## src/rtl/udivider.sv

```systemverilog
// Iterative radix-2 restoring unsigned divider: one quotient bit per clock.
// The start/busy/done handshake gives a fixed latency, and every output is registered.
module udivider #(
    parameter int WIDTH = 32
) (
    input  logic             clk,
    input  logic             rst_n,
    input  logic             start,
    input  logic [WIDTH-1:0] dividend,
    input  logic [WIDTH-1:0] divisor,
    output logic             busy,
    output logic             done,
    output logic [WIDTH-1:0] quot,
    output logic [WIDTH-1:0] rem,
    output logic             dbz
);
    localparam int CW = $clog2(WIDTH);

    typedef enum logic [1:0] {IDLE, RUN, FINISH} state_t;

    state_t           state;
    logic [WIDTH-1:0] q_sr;
    logic [WIDTH-1:0] d_reg;
    logic [WIDTH-1:0] a_reg;
    logic [WIDTH:0]   r_reg;
    logic [CW-1:0]    count;
    logic             dz_wait;
    logic [WIDTH:0]   trial;

    always_comb begin
        trial = {r_reg[WIDTH-1:0], q_sr[WIDTH-1]} - {1'b0, d_reg};
    end

    always_ff @(posedge clk or negedge rst_n) begin
        if (!rst_n) begin
            state   <= IDLE;
            q_sr    <= '0;
            d_reg   <= '0;
            a_reg   <= '0;
            r_reg   <= '0;
            count   <= '0;
            dz_wait <= 1'b0;
            busy    <= 1'b0;
            done    <= 1'b0;
            quot    <= '0;
            rem     <= '0;
            dbz     <= 1'b0;
        end else begin
            done <= 1'b0;
            case (state)
                IDLE: begin
                    if (start) begin
                        q_sr  <= dividend;
                        a_reg <= dividend;
                        d_reg <= divisor;
                        r_reg <= '0;
                        count <= CW'(WIDTH - 1);
                        busy  <= 1'b1;
                        // A zero divisor skips the iterations.
                        // It then spends two cycles in FINISH, which makes start-to-done two cycles.
                        if (divisor == '0) begin
                            state   <= FINISH;
                            dz_wait <= 1'b1;
                        end else begin
                            state <= RUN;
                        end
                    end
                end
                RUN: begin
                    if (!trial[WIDTH]) begin
                        r_reg <= trial;
                        q_sr  <= {q_sr[WIDTH-2:0], 1'b1};
                    end else begin
                        r_reg <= {r_reg[WIDTH-1:0], q_sr[WIDTH-1]};
                        q_sr  <= {q_sr[WIDTH-2:0], 1'b0};
                    end
                    if (count == '0) state <= FINISH;
                    else             count <= count - 1'b1;
                end
                FINISH: begin
                    if (dz_wait) begin
                        dz_wait <= 1'b0;
                    end else begin
                        if (d_reg == '0) begin
                            quot <= '1;
                            rem  <= a_reg;
                            dbz  <= 1'b1;
                        end else begin
                            quot <= q_sr;
                            rem  <= r_reg[WIDTH-1:0];
                            dbz  <= 1'b0;
                        end
                        done  <= 1'b1;
                        busy  <= 1'b0;
                        state <= IDLE;
                    end
                end
                default: state <= IDLE;
            endcase
        end
    end
endmodule

```

## config.mk

```make
export PLATFORM = sky130hd
export DESIGN_NAME = udivider
export DESIGN_NICKNAME = d
export VERILOG_FILES = /design/src/rtl/udivider.sv
export SDC_FILE = /design/constraint.sdc
export NUM_CORES = 1
export LEC_CHECK = 0
export ABC_AREA = 0
export CAP_MARGIN = 20
export CORE_MARGIN = 4
export CORE_UTILIZATION = 51
export DETAILED_ROUTE_END_ITERATION = 7
export GPL_ROUTABILITY_DRIVEN = 0
export GPL_TIMING_DRIVEN = 0
export PLACE_DENSITY_LB_ADDON = 0.15
export SLEW_MARGIN = 0
export SYNTH_ARGS = -nofsm -noshare
export SYNTH_HDL_FRONTEND = slang
export SYNTH_SLANG_ARGS = --single-unit
```

## constraint.sdc

```tcl
create_clock -name clk -period 3.27 [get_ports clk]
set_input_delay 0.654 -clock clk [delete_from_list [all_inputs] [get_ports clk]]
set_output_delay 0.654 -clock clk [all_outputs]
set_load 0.05 [all_outputs]
```

### Word-level counts from Yosys, hierarchy flattened

Index checks and enable logic that the tools add are counted.

* $add $sub $neg: 2
* equality and inequality tests: 7
* multiplexer cells: 25
* bitwise logic cells: 1
* reduce and logical (&&, ||, !) cells: 13

Operators with widths (number)
* two-way mux 32 bit: 5
* case mux 32 bit (2 select lines): 2
* logical NOT 32 bit: 2
* subtractor 33 x 32 -> 33 bit: 1
* AND reduction 3 bit: 4
* two-way mux 5 bit: 2
* != test 2 bit (second input constant): 5
* case mux 5 bit (2 select lines): 1
* two-way mux 1 bit: 8
* two-way mux 2 bit: 4
* case mux 2 bit (3 select lines): 1
* AND reduction 2 bit: 3
* logical NOT 5 bit: 1
* subtractor 5 x 1 -> 5 bit (second input constant): 1
* case mux 1 bit (2 select lines): 2
* nonzero test 2 bit: 2
* equality test 2 x 1 -> 1 bit (second input constant): 1
* equality test 2 bit (second input constant): 1
* logical NOT 2 bit: 1
* NOT 1 bit: 1

* register bits: 203
* bits of input ports: 67
* output and inout port bits: 67
* word-level logic and storage cells: 60

### Depth between registers and ports, before layout

* depth after elaboration: 4
* depth in mapped cells: 13
* depth with buffers taken out: 12

### Worst setup path before layout

OpenSTA, ideal clock, no wires.

* path type: reg2reg
* from: register q_sr[31]
* to: register r_reg[0]
* library setup time: 0.078 ns
* arrival time: 3.064 ns
* required time: 3.192 ns
* path slack: 0.128 ns
* stages on the path, launching flop included: 14
* buffers on the path: 1
* period minus slack after synthesis: 3.142 ns
* cells stage by stage: dfrtp_1 inv_1 ha_1 inv_1 fa_1 a211o_1 a2111oi_4 o32ai_2 a21boi_2 a21oi_1 a211oi_4 buf_4 mux2i_1 o2bb2ai_1

* longest elaborated chain between the ends: 3

Ends and longest elaborated chain
* start: declaration: RTL line 22 `logic [WIDTH-1:0] q_sr;`
* start signal: assignment: RTL line 53 `q_sr <= dividend;`
* start signal: assignment: RTL line 72 `q_sr <= {q_sr[WIDTH-2:0], 1'b1};`
* start signal: assignment: RTL line 75 `q_sr <= {q_sr[WIDTH-2:0], 1'b0};`
* subtractor 33 x 32 -> 33 bit: RTL line 31 `trial = {r_reg[WIDTH-1:0], q_sr[WIDTH-1]} - {1'b0, d_reg};`
* two-way mux 32 bit (*): RTL line 70 `if (!trial[WIDTH]) begin`
* case mux 32 bit (2 select lines) (*): RTL line 50 `case (state)`
* end signal: assignment: RTL line 71 `r_reg <= trial;`
* end signal: assignment: RTL line 74 `r_reg <= {r_reg[WIDTH-1:0], q_sr[WIDTH-1]};`
* end: declaration: RTL line 25 `logic [WIDTH:0] r_reg;`

Every way passes the cells marked *; elsewhere a longest branch is shown, timed or not.
A chain may end at the register's enable or synchronous reset.

### Final worst setup path

* from: register q_sr[31]
* to: register r_reg[7]

* longest elaborated chain between the ends: 3

Ends and longest elaborated chain (RTL line)
* subtractor 33 x 32 -> 33 bit: 31
* two-way mux 32 bit: 70
* case mux 32 bit (2 select lines): 50

Every way passes these cells.

==> impl_results.md <==
* Final non-filler cell total at 1635
* Slew Limit Fails at 0
* Worst ir drop on vdd at 744 uV
* Clock Tree Buf Depth at 3
* Clock Sinks at 203
* RSZ-0062 raised after global routing: yes
* Number of synthesized register bits at 203
* P per Cell Area at 1260 nW/um2
* Drt first pass iters at 5
* Starting density of the core at 51.7%
* Antenna diodes at 0
* H-tree levels at 1
* Placed cell area at 12100 um2
* Synthesized Nets at 1279
* Failing checks: setup timing
* Library cells used by synthesis at 67
* Nets@finish at 1451
* Row cnt at 52
* Mapped cell area at 10400 um2
* # IOs at 134
* Share of layout cells above drive strength 1 at 5.71%
* Worst Setup Slack, final at -0.115 ns
* CP Buf/Inv Count at 5
* Top Family by Delay on Critical Path: compound AO/OA/AOI/OAI gates
* # hold bufs at CTS at 0
* Req. time, crit path at 3.67 ns
* Min Tclk post-route at 3.38 ns
* Util after Layout at 64.8%
* Final hold viol count at 0
* First-pass GRT wire length at 48400 um
* Routed vias at 9227
* Dpl hpwl at 21700 um
* Setup Skew at 0.00887 ns
* Crit-path slowest cell: a2111oi_4
* Status: finished with violations
* CP max stage delay at 0.44 ns
* Fill count at 1699
* CTS tree: done
* Detail Route Antenna Nets at 0
* Fmax at 0.295 GHz
* CP max FO at 10
* Sequential fraction of the synthesis area at 48.7%
* Post-synth EDFFs at 0
* Crit end category: register
* CTS clock-pin slew for the worst setup and hold paths at 0.06 ns
* WL final at 30100 um
* CP cell instances: inv_2 -> ha_4 -> inv_2 -> fa_2 -> a211o_1 -> a2111oi_4 -> o32ai_4 -> a21boi_2 -> buf_4 -> a211o_1 -> a211oi_4 -> buf_12 -> buf_8 -> a32oi_1 -> o21ai_1
* Die W at 151 um
* Placed Instances at 1581
* Post-synth top flop: dfrtp_1
* DRT iter0 DRCs at 629
* Synth warnings at 0
* I/O Buffers at 133
* Total CTS buffers at 23
* Tcrit/Tclk final at 104%
* Relative slew slack at 30.9%
* Critical path class: reg -> reg
* Cell count after synthesis at 1177
* Initial antenna violation count at 0
* Die area at 22800 um2
* Largest net degree at the start of global routing at 126
* Drt drc at 0
* Vias per inst at 5.64
* Crit start category: register
* HP Class: in -> async
* Crit path DAT at 3.78 ns
* Root buf cell: clkbuf_16
* Overall die height at 151 um
* Worst slew pin tran at 1.03 ns
* Global-route usage over all layers at 26.8%
* Max Cap Violations at 0
* Total leakage power at 5.88 nW
* Area Growth Syn to Fin at 25.3%
* Fin area at 13100 um2
* Syn Area/Cell at 8.86 um2
* Clk Latency, worst-skew pair at 0.52 ns
* Core area at 20200 um2
* Setup Viol. Count Final at 33
* Average routed wire per standard cell at 18.4 um
* Gr ovfl total at 0
* Fraction of registers with async set/reset at 100%
* Number of global-route vias before repair at 9258
## layout make-up
class | count | area [um2] | share of cell area, %
flip-flops and latches | 203 | 5080 | 38.9
multi-input cells | 860 | 4950 | 37.9
repair buffers | 147 | 1480 | 11.3
clock buffers | 32 | 629 | 4.82
well taps | 270 | 338 | 2.59
plain buffers | 70 | 305 | 2.34
inverters | 44 | 165 | 1.26
clock inverters | 9 | 120 | 0.919
## cell families after synthesis
| group | Yosys count | share of synthesized area (%) |
|---|---|---|
| flops | 203 | 48.7 |
| buf+inv | 114 | 4.30 |
| compound gates | 251 | 14.8 |
| xor+xnor | 25 | 2.10 |
| simple gates | 492 | 20.3 |
| fa+ha+maj | 35 | 4.27 |
| mux | 57 | 5.50 |
## power breakdown
group,internal [W],total [W],switching [W]
Clock,0.00152,0.00259,0.00107
Sequential,0.00358,0.00448,0.000902
Combinational,0.00396,0.00936,0.00540
Total,0.00906,0.0164,0.00737
## what timing repair did
action	4_1_cts	5_1_grt
pin swaps	13	4
gates resized for setup	22	5
endpoints found under the hold margin	0	0
setup buffers	9	3
cloned	1	0
endpoints found under the setup margin	33	33
## path summary, 6_finish.rpt
check / startpoint / endpoint / slack [ns] / cells after the start
setup / recovery: q_sr[31] / r_reg[7] / -0.11 / 15
setup reg to reg: q_sr[31] / r_reg[7] / -0.11 / 15
hold reg to reg: a_reg[0] / a_reg[0] / 0.48 / 2
max in group asynchronous: rst_n / q_sr[22] / 2.10 / 2
min in group clk: a_reg[0] / a_reg[0] / 0.48 / 2
hold / removal: rst_n / d_reg[3] / 0.11 / 1
## Yosys cell counts (5+ instances only)
master | number | area [um2]
a31oi_1 | 6 | 37.5
inv_1 | 44 | 165
nor2_1 | 132 | 495
a21oi_1 | 100 | 500
nor4_1 | 18 | 113
nand3_1 | 61 | 305
o21ai_0 | 55 | 275
nand2_1 | 228 | 856
dfrtp_1 | 203 | 5080
xor2_1 | 10 | 87.6
ha_1 | 34 | 425
buf_1 | 9 | 33.8
mux2i_1 | 55 | 551
nor3_1 | 11 | 55.1
a21o_1 | 16 | 120
o21ai_1 | 20 | 100
o21a_1 | 5 | 37.5
xnor2_1 | 15 | 131
nand4_1 | 9 | 56.3
clkbuf_1 | 57 | 214
nand2b_1 | 7 | 43.8
## layout by cell type, fill, tap and decap left out, drive strengths merged, types with 9 or more instances in the layout
cell | Yosys | routed
a21o | 16 | 16
nor4 | 18 | 18
buf | 13 | 28
xor2 | 10 | 10
dfrtp | 203 | 203
clkbuf | 57 | 89
clkdlybuf4s50 | 0 | 132
mux2i | 55 | 55
xnor2 | 15 | 15
nand4 | 9 | 9
o21ai | 75 | 75
nand3 | 61 | 61
inv | 44 | 45
nand2 | 229 | 229
ha | 34 | 34
a21oi | 100 | 100
nor2 | 132 | 132
nor3 | 11 | 11
## metal layers
layer | track usage (%) | part of all wire, % | vias up
li1 | - | - | 4380
met1 | 37.4 | 44 | 4506
met2 | 44.2 | 48 | 277
met3 | 3.65 | 5.3 | 64
met4 | 7.21 | 2.7 | 0
met5 | 0 | 0 | -
## stage by stage
stage / TNS (ns) / total power (W) / setup slack [ns] / hold slack [ns]
final: -2.58 / 0.0164 / -0.115 / 0.110
after global routing: -5.92 / 0.0177 / -0.224 / 0.149
after floorplan: 0 / 0.0108 / 0.128 / 0.358
after CTS: -0.449 / 0.0162 / -0.0354 / 0.127
after detailed placement: -12.80 / 0.0131 / -0.436 / 0.462
after global placement: -1429.96 / 0.0129 / -7.01 / 0.459
Note: power is estimated with default switching activity, not from simulation.
